$ cat config.mk
export PLATFORM = sky130hd
export DESIGN_NAME = demultiplexer_bus_16_buffered_flat
export DESIGN_NICKNAME = d
export VERILOG_FILES = /design/src/rtl/demultiplexer_bus_16_buffered_pkg.sv /design/src/rtl/demultiplexer_bus_16_buffered_if.sv /design/src/rtl/demultiplexer_bus_16_buffered_channel_slot.sv /design/src/rtl/demultiplexer_bus_16_buffered.sv /design/src/flat_wrapper.sv
export SDC_FILE = /design/constraint.sdc
export NUM_CORES = 1
export LEC_CHECK = 0
export CORE_MARGIN = 5
export CORE_UTILIZATION = 46
export DETAILED_ROUTE_END_ITERATION = 10
export GPL_TIMING_DRIVEN = 1
export PLACE_DENSITY = 0.87
export SYNTH_ARGS = -nofsm -noshare
export SYNTH_HDL_FRONTEND = slang
export SYNTH_HIERARCHICAL = 1
export SYNTH_SLANG_ARGS = --single-unit
$ cat constraint.sdc
create_clock -name clock -period 2.4 [get_ports clock]
set_clock_uncertainty 0.05 [all_clocks]
set_input_delay 0.36 -clock clock [delete_from_list [all_inputs] [get_ports clock]]
set_output_delay 0.36 -clock clock [all_outputs]
set_load 0.05 [all_outputs]
$ cat src/rtl/demultiplexer_bus_16_buffered_pkg.sv
// Shared constants and helpers for the 16-way buffered bus demultiplexer.
package demux_pkg;

  localparam int DEMUX_CHANNELS = 16;
  localparam int DEMUX_SEL_W    = 4;

  // Low bit of channel k inside the flattened 16*width output bus.
  function automatic int slice_lo(input int k, input int width);
    return k * width;
  endfunction

endpackage

$ cat src/rtl/demultiplexer_bus_16_buffered_if.sv
// Bus bundle between the shared input port and the 16 channel consumers.
interface demultiplexer_bus_16_buffered_if
  import demux_pkg::*;
#(
  parameter int nrOfBits = 1
);
  logic                               enable;
  logic                               flush;
  logic [DEMUX_SEL_W-1:0]             sel;
  logic [nrOfBits-1:0]                demuxIn;
  logic                               in_valid;
  logic                               in_ready;
  logic [DEMUX_CHANNELS*nrOfBits-1:0] demuxOut;
  logic [DEMUX_CHANNELS-1:0]          out_valid;
  logic [DEMUX_CHANNELS-1:0]          out_ready;
  logic                               busy;

  modport master (
    output enable, flush, sel, demuxIn, in_valid, out_ready,
    input  in_ready, demuxOut, out_valid, busy
  );

  modport slave (
    input  enable, flush, sel, demuxIn, in_valid, out_ready,
    output in_ready, demuxOut, out_valid, busy
  );
endinterface

$ cat src/rtl/demultiplexer_bus_16_buffered_channel_slot.sv
// One-entry holding register for a single demux output channel.
module demux_channel_slot #(
  parameter int nrOfBits = 1
) (
  input  logic                clock,
  input  logic                reset_n,
  input  logic                load,
  input  logic                drain,
  input  logic                flush,
  input  logic [nrOfBits-1:0] din,
  output logic                valid,
  output logic [nrOfBits-1:0] dout
);

  logic                valid_d, valid_q;
  logic [nrOfBits-1:0] data_d,  data_q;

  // Load wins over drain so a simultaneous take-and-refill keeps the slot full.
  always_comb begin
    valid_d = valid_q;
    data_d  = data_q;
    if (flush) begin
      valid_d = 1'b0;
    end else if (load) begin
      valid_d = 1'b1;
      data_d  = din;
    end else if (drain) begin
      valid_d = 1'b0;
    end
  end

  always_ff @(posedge clock or negedge reset_n) begin
    if (!reset_n) begin
      valid_q <= 1'b0;
      data_q  <= '0;
    end else begin
      valid_q <= valid_d;
      data_q  <= data_d;
    end
  end

  assign valid = valid_q;
  assign dout  = data_q;

endmodule

$ cat src/rtl/demultiplexer_bus_16_buffered.sv
// Registered 1-to-16 bus demultiplexer; each channel buffers one word with its
// own valid/ready handshake so a stalled consumer only blocks its own traffic.
module demultiplexer_bus_16_buffered
  import demux_pkg::*;
#(
  parameter int nrOfBits = 1
) (
  input  logic                            clock,
  input  logic                            reset_n,
  demultiplexer_bus_16_buffered_if.slave  bus
);

  logic                               accept;
  logic [DEMUX_CHANNELS-1:0]          load_vec;
  logic [DEMUX_CHANNELS-1:0]          drain_vec;
  logic [DEMUX_CHANNELS-1:0]          valid_vec;
  logic [DEMUX_CHANNELS*nrOfBits-1:0] data_flat;
  logic                               in_ready;

  // Ready looks through to the selected consumer, giving full throughput.
  assign in_ready = bus.enable & ~bus.flush
                  & (~valid_vec[bus.sel] | bus.out_ready[bus.sel]);
  assign accept   = bus.in_valid & in_ready;

  always_comb begin
    load_vec  = '0;
    drain_vec = '0;
    for (int k = 0; k < DEMUX_CHANNELS; k++) begin
      load_vec[k]  = accept && (bus.sel == DEMUX_SEL_W'(k));
      drain_vec[k] = valid_vec[k] & bus.out_ready[k];
    end
  end

  for (genvar k = 0; k < DEMUX_CHANNELS; k++) begin : g_slot
    localparam int LO = slice_lo(k, nrOfBits);

    demux_channel_slot #(
      .nrOfBits (nrOfBits)
    ) u_slot (
      .clock   (clock),
      .reset_n (reset_n),
      .load    (load_vec[k]),
      .drain   (drain_vec[k]),
      .flush   (bus.flush),
      .din     (bus.demuxIn),
      .valid   (valid_vec[k]),
      .dout    (data_flat[LO +: nrOfBits])
    );
  end

  assign bus.in_ready  = in_ready;
  assign bus.out_valid = valid_vec;
  assign bus.demuxOut  = data_flat;
  assign bus.busy      = |valid_vec;

endmodule

$ cat src/flat_wrapper.sv
// flat-port wrapper written by rule: the top's interface ports become plain ports
module demultiplexer_bus_16_buffered_flat import demux_pkg::*;
#(
  parameter int nrOfBits = 1
)
  (clock, reset_n, bus_enable, bus_flush, bus_sel, bus_demuxIn, bus_in_valid, bus_out_ready, bus_in_ready, bus_demuxOut, bus_out_valid, bus_busy);
  demultiplexer_bus_16_buffered_if #(.nrOfBits(nrOfBits)) bus_i ();
  input  logic clock;
  input  logic reset_n;
  input wire logic [$bits(bus_i.enable)-1:0] bus_enable;
  input wire logic [$bits(bus_i.flush)-1:0] bus_flush;
  input wire logic [$bits(bus_i.sel)-1:0] bus_sel;
  input wire logic [$bits(bus_i.demuxIn)-1:0] bus_demuxIn;
  input wire logic [$bits(bus_i.in_valid)-1:0] bus_in_valid;
  input wire logic [$bits(bus_i.out_ready)-1:0] bus_out_ready;
  output wire logic [$bits(bus_i.in_ready)-1:0] bus_in_ready;
  output wire logic [$bits(bus_i.demuxOut)-1:0] bus_demuxOut;
  output wire logic [$bits(bus_i.out_valid)-1:0] bus_out_valid;
  output wire logic [$bits(bus_i.busy)-1:0] bus_busy;
  assign bus_i.enable = bus_enable;
  assign bus_i.flush = bus_flush;
  assign bus_i.sel = bus_sel;
  assign bus_i.demuxIn = bus_demuxIn;
  assign bus_i.in_valid = bus_in_valid;
  assign bus_i.out_ready = bus_out_ready;
  assign bus_in_ready = bus_i.in_ready;
  assign bus_demuxOut = bus_i.demuxOut;
  assign bus_out_valid = bus_i.out_valid;
  assign bus_busy = bus_i.busy;
  demultiplexer_bus_16_buffered #(.nrOfBits(nrOfBits)) u_core (.clock(clock), .reset_n(reset_n), .bus(bus_i));
endmodule
### Word-level counts from Yosys, hierarchy flattened

Index checks and enable logic that the tools add are counted.

| storage, ports and cells | value |
|---|---|
| flip-flop bits (word level) | 32 |
| input port bits | 26 |
| output and inout port bits | 34 |
| logic and storage cells | 172 |

| operators by class | value |
|---|---|
| $lt $le $gt $ge | 1 |
| equality and inequality tests | 15 |
| muxes and demuxes | 52 |
| bitwise gates (word level) | 22 |
| reductions and logical operators | 50 |

Operators by type and width:

| operator | number |
|---|---|
| 2-to-1 mux 1 bit | 50 |
| nonzero test 3 bit | 16 |
| == test 4 bit (second input constant) | 8 |
| AND reduction 2 bit | 16 |
| AND 1 bit | 19 |
| == test 4 x 3 -> 1 bit (second input constant) | 4 |
| logical AND 1 bit | 16 |
| OR reduction 16 bit | 1 |
| binary-select mux 1 bit (select 4 bit) | 2 |
| == test 4 x 2 -> 1 bit (second input constant) | 2 |
| < comparator 4 x 5 -> 1 bit (second input constant) | 1 |
| == test 4 x 1 -> 1 bit (second input constant) | 1 |
| zero test 4 bit | 1 |
| inverter 1 bit | 2 |
| OR 1 bit | 1 |

### Logic depth before layout (Yosys ltp)

Gate-level depths: netlist of the first run.

| depth | value |
|---|---|
| depth after elaboration | 9 |
| gate-level depth with buffers | 9 |
| depth with buffers taken out | 6 |

### Hierarchy

The synthesis of the first run kept the hierarchy.

Modules (own cells, without submodules):

| module | instances | cells an instance | area each (µm²) | seq. area each (µm²) |
|---|---|---|---|---|
| demux_channel_slot | 16 | 7 | 93.8 | 50.0 |
| demultiplexer_bus_16_buffered | 1 | 91 | 755.7 | 0.0 |

### Worst setup path after synthesis of the first run

Ideal clock, no wire load.

| path | value |
|---|---|
| kind | register to output |
| from | register u_core.g_slot[3].u_slot.valid_q |
| to | output port bus_in_ready |
| arrival time | 2105 ps |
| data required time | 1990 ps |
| slack | -115 ps |
| cell stages (with the launch flop) | 6 |
| path buffers | 1 |
| cell sequence | dfrtp_1 -> mux4_2 -> a22oi_4 -> nand3_4 -> buf_6 -> a21oi_2 |

| between the ends | value |
|---|---|
| cells in the longest elaborated chain, start to end | 5 |

Ends and longest elaborated chain:

| element | RTL line | source |
|---|---|---|
| start: declaration | demultiplexer_bus_16_buffered_channel_slot.sv:15 | `logic valid_d, valid_q;` |
| start signal: assignment | demultiplexer_bus_16_buffered_channel_slot.sv:37 | `valid_q <= valid_d;` |
| binary-select mux 1 bit (select 4 bit) | demultiplexer_bus_16_buffered.sv:22 | `& (~valid_vec[bus.sel] \| bus.out_ready[bus.sel]);` |
| 2-to-1 mux 1 bit (implied by the code) | demultiplexer_bus_16_buffered.sv:22 |  |
| inverter 1 bit | demultiplexer_bus_16_buffered.sv:22 |  |
| OR 1 bit | demultiplexer_bus_16_buffered.sv:22 |  |
| AND 1 bit | demultiplexer_bus_16_buffered.sv:22 |  |
| end: declaration | flat_wrapper.sv:16 | `output wire logic [$bits(bus_i.in_ready)-1:0] bus_in_ready;` |

Every way passes these cells. The select of a mux whose other input is x is not followed.

### Worst setup path in the final report of the first run

| path | value |
|---|---|
| from | register u_core.g_slot[7].u_slot.valid_q |
| to | output port bus_in_ready |

| between the ends | value |
|---|---|
| cells in the longest elaborated chain, start to end | 5 |

Ends and longest elaborated chain:

| element | RTL line |
|---|---|
| start: declaration | demultiplexer_bus_16_buffered_channel_slot.sv:15 |
| start signal: assignment | demultiplexer_bus_16_buffered_channel_slot.sv:37 |
| binary-select mux 1 bit (select 4 bit) | demultiplexer_bus_16_buffered.sv:22 |
| 2-to-1 mux 1 bit (implied by the code) | demultiplexer_bus_16_buffered.sv:22 |
| inverter 1 bit | demultiplexer_bus_16_buffered.sv:22 |
| OR 1 bit | demultiplexer_bus_16_buffered.sv:22 |
| AND 1 bit | demultiplexer_bus_16_buffered.sv:22 |

Every way passes these cells. The select of a mux whose other input is x is not followed.

==> results of run 1 <==
## layer usage
| layer | share of wire (%) | global-route usage [%] | up-vias |
|---|---|---|---|
| li1 | - | - | 899 |
| met1 | 41 | 24.0 | 909 |
| met2 | 49 | 31.5 | 71 |
| met3 | 7.1 | 5.04 | 14 |
| met4 | 2.1 | 7.60 | 0 |
| met5 | 0 | 0 | - |
## path summary, 6_finish.rpt
| kind | from | endpoint | slack, ps | cells past startpoint |
|---|---|---|---|---|
| setup / recovery | u_core/g_slot[7].u_slot/valid | bus_in_ready | -30 | 6 |
| hold / removal | reset_n | u_core/g_slot[1].u_slot/dout | 420 | 2 |
| setup reg to reg | u_core/g_slot[7].u_slot/valid | u_core/g_slot[15].u_slot/dout | -10 | 7 |
| hold reg to reg | u_core/g_slot[14].u_slot/dout | u_core/g_slot[14].u_slot/dout | 460 | 1 |
| max in group asynchronous | reset_n | u_core/g_slot[4].u_slot/valid | 1560 | 2 |
| min in group clock | bus_out_ready[1] | u_core/g_slot[1].u_slot/valid | 440 | 4 |
## through the flow
| step | setup WS [ps] | total power (uW) | utilization [%] |
|---|---|---|---|
| 3_5_place_dp | -600 | 956 | 65.8 |
| 4_1_cts | 0.980 | 1490 | 69.8 |
| 6_report | -26.2 | 1470 | 71.1 |
| 5_1_grt | -104 | 1530 | 71.1 |
| 2_1_floorplan | 52.0 | 790 | - |
| 3_3_place_gp | -567 | 954 | 65.8 |
## cell type report
| cell class | count | area [um2] | area share (%) |
|---|---|---|---|
| flip-flops and latches | 32 | 802 | 23.7 |
| inverters | 16 | 60.1 | 1.78 |
| multi-input cells | 147 | 1380 | 40.7 |
| clock inverters | 2 | 35.0 | 1.04 |
| clock buffers | 6 | 72.6 | 2.15 |
| well taps | 67 | 83.8 | 2.48 |
| repair buffers | 99 | 950 | 28.1 |
## worst max-delay path: cells and delay by family, from the launching register on
| family | cells | cell delay, ps |
|---|---|---|
| AO/OA/AOI/OAI | 2 | 310 |
| buffers and inverters | 2 | 320 |
| flip-flops | 1 | 420 |
| multiplexers | 1 | 530 |
| AND/OR/NAND/NOR | 1 | 140 |
## flip-flops by register name, summed over array words and instances, names as in the netlist
name / cells
u_core/g_slot.u_slot/dout: 16
u_core/g_slot.u_slot/valid: 16
## power groups by stage
stage | clock, uW | sequential, uW | combinational [uW]
floorplan | 0 | 672 | 119
global placement | 0 | 588 | 366
detailed placement | 0 | 587 | 369
CTS | 523 | 578 | 389
global route | 545 | 581 | 406
finish | 508 | 578 | 388
## what timing repair did
item,CTS,global route
gates cloned,1,0
resized for setup,13,14
pin swaps,4,5
setup endpoints to repair,19,17
setup buffers,7,3
## cells in the final DEF (no fill, tap or decap), types with 2 or more instances in the layout
cell type | synthesis | layout
buf_4 | 1 | 34
buf_2 | 0 | 2
mux4_2 | 3 | 4
inv_1 | 16 | 16
mux4_1 | 5 | 4
nor2b_4 | 16 | 16
and2_1 | 16 | 16
dlymetal6s2s_1 | 0 | 5
mux2_4 | 16 | 16
nand2_1 | 14 | 14
a21oi_1 | 19 | 19
nor3b_1 | 3 | 3
a211oi_1 | 4 | 2
clkdlybuf4s50_1 | 0 | 46
a211oi_2 | 0 | 2
dfrtp_1 | 32 | 31
buf_6 | 3 | 4
dlygate4sd2_1 | 0 | 5
nand3_1 | 3 | 3
a21oi_2 | 10 | 6
nor4_1 | 4 | 4
buf_12 | 0 | 2
nand4_1 | 2 | 2
a21oi_4 | 0 | 4
nor2_1 | 3 | 3
nor2b_1 | 2 | 2
nand2b_1 | 18 | 18
clkbuf_8 | 0 | 5
## cells by family (layout without fill, tap and decap cells)
logic type	after synthesis	after routing	synth area share (%)
compound gates	35	35	10.7
buf+inv	24	123	5.65
flops	32	32	35.5
mux	24	24	19.5
simple gates	88	88	28.7
==> key figures, run 1 <==
Status
  – Outcome: complete, but fails checks
  – Failing checks: setup timing

Cells and area
  – Design area: 3380 um2
  – Proportion of layout cells with a drive suffix above 1: 34.1%
  – # fillers: 333
  – Area delta synth->final: 49.7%
  – Post-route insts no fill: 369
  – Number of nets in the layout: 327
  – Ant diodes: 0

Routing
  – DRC: 0
  – Antenna Violating Nets Remaining: 0
  – Vias per cell: between 5 and 6
  – Number of iterations in the first detailed-routing pass: 4
  – Routed wire per std cell: about 17 um
  – Vias post-DR: 1893
  – Drt total wl: 6.24 mm
  – Initial DRC count: 82

STA
  – Setup TNS Final: -40.6 ps
  – Setup violations, final: 2
  – Slew @ Worst Pin: 545 ps
  – Slew Viols, Final: 0
  – Min Hold Slack: 418 ps
  – Max Clk Rate: 0.412 GHz
  – RSZ-0062 raised after global routing: yes
  – Period Utilization, post-route: 101%
  – PnR worst setup slack: -26.2 ps
  – Tmin final: 2430 ps
  – Hold Fails Final Rpt: 0
  – Relative slew slack: between 60% and 70%

Die
  – Core ar.: 4750 um2
  – Die Wd: 80.1 um
  – FP Rows: 25
  – Vert. Die Dim: 80.1 um
  – Initial Util: 47.5%
  – # IOs: 60
  – Die Area: 6410 um2

Critical path
  – Crit path largest cell delay: 530 ps
  – CP startpoint kind: register
  – CP endpoint kind: output port
  – Slowest CP cell: mux4_2
  – Critical-path maximum fanout: 5
  – Critical Path AT: about 2000 ps
  – CP cell instances: mux4_2, a22oi_4, nand3_4, buf_12, a21oi_4, buf_6
  – WP data required: 1990 ps
  – Critical path class: reg -> out

Placement
  – Placer Congestion: ~0.9
  – DP Cell Count: ~350
  – DPL Wire Length: 4.25 mm
  – Port Buffers: 59
  – Post-DP Area: 3130 um2

Synthesis
  – #FFs+latches synth: 32
  – Syn nets: 229
  – Top FF cell, synth: dfrtp_1
  – Post-synth EDFFs: 0
  – Avg Inst Size Synth: 11.1 um2
  – Most frequent cells after synthesis: 32 x dfrtp_1, 19 x a21oi_1, 18 x nand2b_1
  – Largest area contributor in the netlist: dfrtp_1
  – Ys async rst share: 100%
  – Count leader, synth: dfrtp_1
  – Synth area leaders: dfrtp_1 35%, mux2_4 11%, nor2b_4 9.8%
  – Synthesized area: approximately 2300 um2
  – Cells after Synth: 203
  – Synth unique cells: 31
  – Synth top area share: between 30% and 40%
  – Synth warnings: 6
  – Seq/Total Area, Yosys: 35.5%

Global route
  – Grt total ovfl: 0
  – Initial antenna violation count: 0
  – Number of global-route vias before repair: 2052
  – First-pass GRT wire length: 9.56 mm
  – Largest net degree at the start of global routing: 33
  – Total GRT Usage: 19.2%

Clock tree
  – # hold bufs at CTS: 0
  – Worst-path clk slew: 70 ps
  – Clk Tree Root Cell: clkbuf_8
  – CTS tree: built
  – Worst skew pair latency: 280 ps
  – CTS H-tree depth: 2
  – Total CTS buffers: 5
  – CTS Sinks: 32
  – Maximum clock path buffer count: 2

Power and ir drop
  – Internal power: 1040 uW
  – Clock Power Share: 34.5%
  – Switching Share: between 20% and 30%
  – Seq pwr share: between 30% and 40%
  – Power Dens Cells: 436 nW/um2
  – Lkg Pwr: ~0.0014 uW
  – Maximum vdd ir drop: 240 uV
  – Logic pwr share: 26.3%
  – Net Switching: 434 uW

Min path
  – Worst hold path class: in -> async

Flow run
  – Maximum capacitance violations: 0
No activity file was read; power rests on OpenSTA's default activity.
==> run 2: changes to the inputs <==
- CORE_UTILIZATION: 46 -> 25
- PLACE_DENSITY: 0.87 -> 0.58
==> key figures, run 2 (synthesis gave the netlist of run 1 again) <==
Power and ir drop
  – Logic pwr share: 28.0% (+1.7 points)
  – Maximum vdd ir drop: 203 uV (-16%)
  – Switching Share: 30.3% (+0.86 points)
  – Internal power: 1060 uW (+2.4%)
  – Clock Power Share: 34.2% (-0.3 points)
  – Seq pwr share: 37.8% (-1.4 points)
  – Total Power: 1530 uW (+3.6%)
  – Power Dens Cells: 428 nW/um2 (-1.8%)
  – Lkg Pwr: 0.00147 uW (+2.1%)
  – Net Switching: 462 uW (+6.7%)

Clock tree
  – Worst skew pair latency: 290 ps (about the same)
  – CTS H-tree depth: 2 (unchanged)
  – Clk Tree Root Cell: clkbuf_8
  – Maximum clock path buffer count: 2 (unchanged)
  – CTS Sinks: 32 (unchanged)
  – Worst-path clk slew: 70 ps (about the same)
  – CTS tree: built
  – Total CTS buffers: 5 (unchanged)
  – # hold bufs at CTS: 0 (unchanged)

Global route
  – Largest net degree at the start of global routing: 33 (unchanged)
  – First-pass GRT wire length: 10.7 mm (+12%)
  – Number of global-route vias before repair: 1978 (-3.6%)
  – Total GRT Usage: 12.2% (-7.0 points)
  – Initial antenna violation count: 0 (unchanged)
  – Grt total ovfl: 0 (unchanged)

Cells and area
  – Area delta synth->final: 57.9%
  – # fillers: 866 (+160%)
  – Commonest non-fill, non-tap cell in the layout: clkdlybuf4s50_1
  – Design area: 3560 um2 (+5.5%)
  – Number of nets in the layout: 335 (+2.4%)
  – Ant diodes: 0 (unchanged)
  – Proportion of layout cells with a drive suffix above 1: 36.5% (+2.3 points)
  – Area of the multi-input gates: 1430 um2 (+4.2%)
  – Register Area: 801 um2 (-0.16%)
  – Most frequent cells in the layout: 51 x clkdlybuf4s50_1, 41 x buf_4, 32 x dfrtp_1, 18 x nand2b_1, 17 x a21oi_1

Critical path
  – Critical Path AT: 2040 ps (+20 ps)
  – RR Endpoint: u_core/g_slot[9].u_slot/dout
  – CP startpoint kind: input port
  – Reg-to-reg startpoint: u_core/g_slot[7].u_slot/valid
  – CP cell instances: clkdlybuf4s15_2, buf_12, buf_4, mux4_1, nand2_1, and3_4, buf_12, a21oi_4, buf_6
  – Crit path from: bus_sel[0]
  – Register-to-register setup slack: 60 ps (+70 ps)
  – Crit path largest cell delay: 570 ps (+40 ps)
  – Critical path class: in -> out
  – Cell depth of the worst flop-to-flop path: 8 (+1)
  – Crit path top cell by count: buf_12
  – WP data required: 1990 ps (about the same)
  – Critical-path maximum fanout: 9 (+4)
  – Slowest CP cell: mux4_1
  – CP endpoint kind: output port

Routing
  – Drt total wl: 6.86 mm (+10%)
  – Vias post-DR: 1881 (-0.63%)
  – Vias per cell: 4.50 (-12%)
  – Number of iterations in the first detailed-routing pass: 4 (unchanged)
  – Antenna Violating Nets Remaining: 0 (unchanged)
  – DRC: 0 (unchanged)
  – Initial DRC count: 98 (+20%)
  – Routed wire per std cell: 16.4 um (-2.9%)

STA
  – Setup violations, final: 1 (-1)
  – PnR worst setup slack: -45.9 ps (-19.7 ps)
  – Max Clk Rate: 0.409 GHz (-0.81%)
  – Tmin final: 2450 ps (+19.7 ps)
  – Period Utilization, post-route: 102% (+0.82 points)
  – Hold Fails Final Rpt: 0 (unchanged)
  – Relative slew slack: 60.8% (-2.7 points)
  – Slew @ Worst Pin: 586 ps (+40.3 ps)
  – RSZ-0062 raised after global routing: yes
  – Slew Viols, Final: 0 (unchanged)

Placement
  – Placer Congestion: 0.861 (-4.5%)
  – Post-placement worst setup slack: -665 ps (-64.7 ps)
  – Post-DP Area: 3220 um2 (+3.1%)
  – DPL Wire Length: 5.04 mm (+19%)
  – Port Buffers: 59 (unchanged)

Die
  – FP Rows: 34 (+36%)
  – Initial Util: 25.8% (-22 points)
  – Die Area: 11000 um2 (+72%)
  – # IOs: 60 (unchanged)
  – Vert. Die Dim: 105 um (+31%)
  – Core ar.: 8760 um2 (+84%)
  – Die Wd: 105 um (+31%)

Min path
  – Worst hold path class: in -> async

Status
  – Outcome: complete, but fails checks
  – Failing checks: setup timing

Flow run
  – Maximum capacitance violations: 0 (unchanged)
run 2: changes by cell type in the layout (fill, tap and decap cells not counted), moves of 2 or more:
| cell | delta |
|---|---|
| a21oi_1 | -2 |
| a21oi_2 | -4 |
| a21oi_4 | +6 |
| buf_12 | +2 |
| buf_4 | +7 |
| clkdlybuf4s50_1 | +5 |
| dlygate4sd2_1 | -3 |
| dlymetal6s2s_1 | -2 |
run 2: metrics by stage:
stage | hold WS (ps) | setup TNS, ps | util, % | std cells
5_1_grt | 480 | -247 | 40.7 | 418
3_5_place_dp | 445 | -13420 | 36.8 | 398
4_1_cts | 458 | -140 | 39.3 | 413
6_report | 441 | -45.9 | 40.7 | 418
3_3_place_gp | 447 | -12130 | 36.8 | 398
2_1_floorplan | 14.4 | 0 | - | 203
run 2: repair_timing:
| action | CTS | global route |
|---|---|---|
| resized for setup | 18 | 13 |
| buffers inserted | 7 | 4 |
| setup endpoints to repair | 24 | 16 |
| pin swaps | 2 | 5 |
| cloned | 0 | 1 |
run 2: critical path: cells and delay by family:
family                 cells  cell delay, ps
multiplexers               1             570
AND/OR/NAND/NOR            2             300
AO/OA/AOI/OAI              1              70
buffers and inverters      5             730
run 2: worst max-delay path by stage:
stage,endpoint,slack [ps],depth (start not counted)
CTS,bus_in_ready,-60,8
floorplan,u_core/g_slot[14].u_slot/dout,50,6
global placement,u_core/g_slot[7].u_slot/dout,-670,8
finish,bus_in_ready,-50,9
global route,bus_in_ready,-100,8
detailed placement,u_core/g_slot[7].u_slot/dout,-660,8
run 2: area by class of cell:
class	count	area share [%]
Clock inverter	2	0.983
Inverter	16	1.68
Sequential cell	32	22.5
Tap cell	108	3.79
Clock buffer	6	2.04
Timing Repair Buffer	107	28.9
Multi-Input combinational cell	147	40.2
run 2: per-layer routing:
metal / up-vias / part of all wire [%] / GRT usage, %
met5: - / 0 / 0
met4: 0 / 2.0 / 3.93
met3: 12 / 5.3 / 3.95
met2: 54 / 45 / 18.2
met1: 898 / 48 / 16.6
li1: 917 / - / -
run 2: power by group through the flow:
stage | clock (uW) | combinational [uW] | sequential, uW
6_report | 522 | 428 | 578
5_1_grt | 566 | 451 | 581
4_1_cts | 540 | 405 | 578
3_5_place_dp | 0 | 380 | 588
3_3_place_gp | 0 | 378 | 589
2_1_floorplan | 0 | 119 | 672
==> run 3: changes to the inputs <==
- PLACE_DENSITY: 0.58 -> 0.59
- SYNTH_HIERARCHICAL: 1 -> unset
==> key figures, run 3 <==
Status
  – Outcome: complete, but fails checks
  – Failing checks: setup timing

Critical path
  – Critical path's top delay family: multiplexers
  – Critical-path maximum fanout: 9 (unchanged)
  – Critical Path AT: 2010 ps (-30 ps)
  – CP startpoint kind: input port
  – Crit path largest cell delay: 480 ps (-90 ps)
  – CP cell instances: clkdlybuf4s50_1, mux4_2, mux2_4, nor2_2, a2111oi_4, buf_12
  – Critical path class: in -> out
  – WP data required: 1990 ps (about the same)
  – Worst Path Buf+Inv: 2 (-3)
  – CP endpoint kind: output port
  – Slowest CP cell: mux4_2

Die
  – Die Wd: 98.7 um (-6.0%)
  – Vert. Die Dim: 98.7 um (-6.0%)
  – FP Rows: 32 (-5.9%)
  – Die Area: 9740 um2 (-12%)
  – # IOs: 60 (unchanged)
  – Initial Util: 25.6% (-0.19 points)
  – Core ar.: 7690 um2 (-12%)

Cells and area
  – Area delta synth->final: 46.5%
  – Number of nets in the layout: 278 (-17%)
  – Ant diodes: 0 (unchanged)
  – Most frequent cells in the layout: 47 x clkdlybuf4s50_1, 41 x buf_4, 32 x dfrtp_1, 18 x o21ai_0, 17 x mux2_2
  – Design area: 2880 um2 (-19%)
  – Proportion of layout cells with a drive suffix above 1: 34.1% (-2.3 points)
  – Commonest non-fill, non-tap cell in the layout: clkdlybuf4s50_1
  – Final Util: 37.5% (-3.2 points)

STA
  – Relative slew slack: 65.1% (+4.3 points)
  – Period Utilization, post-route: 101% (-1.2 points)
  – Tmin final: 2420 ps (-28.7 ps)
  – Hold Fails Final Rpt: 0 (unchanged)
  – Setup TNS Final: -17.1 ps (+28.7 ps)
  – Slew @ Worst Pin: 521 ps (-64.2 ps)
  – Max Clk Rate: 0.414 GHz (+1.2%)
  – Slew Viols, Final: 0 (unchanged)
  – PnR worst setup slack: -17.1 ps (+28.7 ps)
  – Setup violations, final: 1 (unchanged)
  – RSZ-0062 raised after global routing: yes

Synthesis
  – Synth unique cells: 29 (-6.5%)
  – Largest area contributor in the netlist: dfrtp_1
  – Ys async rst share: 100% (unchanged)
  – Seq/Total Area, Yosys: 40.7% (+5.3 points)
  – Avg Inst Size Synth: 10.8 um2 (-2.9%)
  – Syn nets: 208 (-9.2%)
  – Post-synth EDFFs: 0 (unchanged)
  – Synth warnings: 0 (-6)
  – Synth area leaders: dfrtp_1 41%, buf_4 12%, mux2_2 10%
  – Cells after Synth: 182 (-10%)
  – Synthesized area: 1970 um2 (-13%)
  – Synth top area share: 40.7% (+5.3 points)
  – Most frequent cells after synthesis: 32 x buf_4, 32 x dfrtp_1, 18 x mux2_2, 18 x o21ai_0, 16 x nor2_1
  – Top FF cell, synth: dfrtp_1
  – #FFs+latches synth: 32 (unchanged)

Placement
  – DPL Wire Length: 4.39 mm (-13%)
  – Placer Congestion: 0.817 (-5.2%)
  – Port Buffers: 59 (unchanged)
  – Post-DP Area: 2720 um2 (-16%)

Power and ir drop
  – Lkg Pwr: 0.00122 uW (-17%)
  – Power Dens Cells: 511 nW/um2 (+19%)
  – Maximum vdd ir drop: 180 uV (-11%)
  – Total Power: 1470 uW (-3.7%)

Clock tree
  – Maximum clock path buffer count: 2 (unchanged)
  – Worst-path clk slew: 70 ps (about the same)
  – Total CTS buffers: 5 (unchanged)
  – CTS Sinks: 32 (unchanged)
  – CTS tree: built
  – Worst skew pair latency: 280 ps (about the same)
  – Clk Tree Root Cell: clkbuf_8
  – CTS H-tree depth: 2 (unchanged)

Global route
  – Largest net degree at the start of global routing: 33 (unchanged)
  – Number of global-route vias before repair: 1697 (-14%)
  – Total GRT Usage: 11.9% (-0.27 points)
  – First-pass GRT wire length: 9.13 mm (-14%)
  – Initial antenna violation count: 0 (unchanged)
  – Grt total ovfl: 0 (unchanged)

Routing
  – Drt total wl: 5.54 mm (-19%)
  – Initial DRC count: 40 (-59%)
  – Vias per cell: 4.51 (+0.19%)
  – Antenna Violating Nets Remaining: 0 (unchanged)
  – Number of iterations in the first detailed-routing pass: 4 (unchanged)
  – DRC: 0 (unchanged)
  – Vias post-DR: 1596 (-15%)
  – Routed wire per std cell: 15.7 um (-4.6%)

Flow run
  – Maximum capacitance violations: 0 (unchanged)

Min path
  – Worst hold path class: in -> reg
[run 3: final cells by class]
type                    instances  area (um2)
fillers                       788        4810
well taps                     102         128
repair buffers                101         908
flip-flops and latches         32         801
clock buffers                   7        96.3
inverters                       2        7.51
multi-input cells             110         938
[run 3: logic make-up (layout without fill, tap and decap cells)]
| logic type | Yosys count | in the layout | synth area share, % |
|---|---|---|---|
| AOI/OAI and AO/OA | 32 | 32 | 9.10 |
| and+or+nand+nor | 49 | 49 | 14.6 |
| muxes | 28 | 29 | 21.1 |
| DFF | 32 | 32 | 40.7 |
| buffers and inverters | 41 | 110 | 14.4 |
[run 3: final timing paths]
| path | slack (ps) | cells past startpoint | to | start |
|---|---|---|---|---|
| min reg2reg | 460 | 1 | u_core.g_slot[9].u_slot.dout | u_core.g_slot[9].u_slot.dout |
| max reg2reg | 380 | 6 | u_core.g_slot[3].u_slot.dout | u_core.g_slot[4].u_slot.valid |
| min in group asynchronous | 430 | 2 | u_core.g_slot[1].u_slot.valid | reset_n |
| min | 390 | 2 | u_core.g_slot[5].u_slot.valid | bus_out_ready[5] |
| max in group asynchronous | 1570 | 2 | u_core.g_slot[12].u_slot.valid | reset_n |
| max | -20 | 6 | bus_in_ready | bus_out_ready[13] |
[run 3: metrics by stage]
step,setup WS [ps],hold WS (ps),instances
2_1_floorplan,-53.8,14.4,182
4_1_cts,-22.4,396,354
6_report,-17.1,392,354
5_1_grt,-81.5,398,354
3_5_place_dp,-430,446,340
3_3_place_gp,-427,441,340
[run 3: routing by layer]
metal / track usage (%) / wire length, um / share of wire, %
met4: 3.36 / 27 / 0.49
met1: 15.5 / 2440 / 44
met2: 19.1 / 2750 / 50
met3: 3.82 / 325 / 5.9
met5: 0 / 0 / 0
[run 3: power by group]
part           leakage, uW  internal [uW]  total [uW]  switching [uW]
Clock            0.0000503            255         448             193
Sequential        0.000436            577         597            20.3
Combinational     0.000731            179         424             245
[run 3: repair_timing]
item,CTS,global route
pin swaps,2,0
gates resized for setup,19,1
buffers inserted,6,0
hold buffers,0,0
setup endpoints to repair,17,2
cloned,1,0
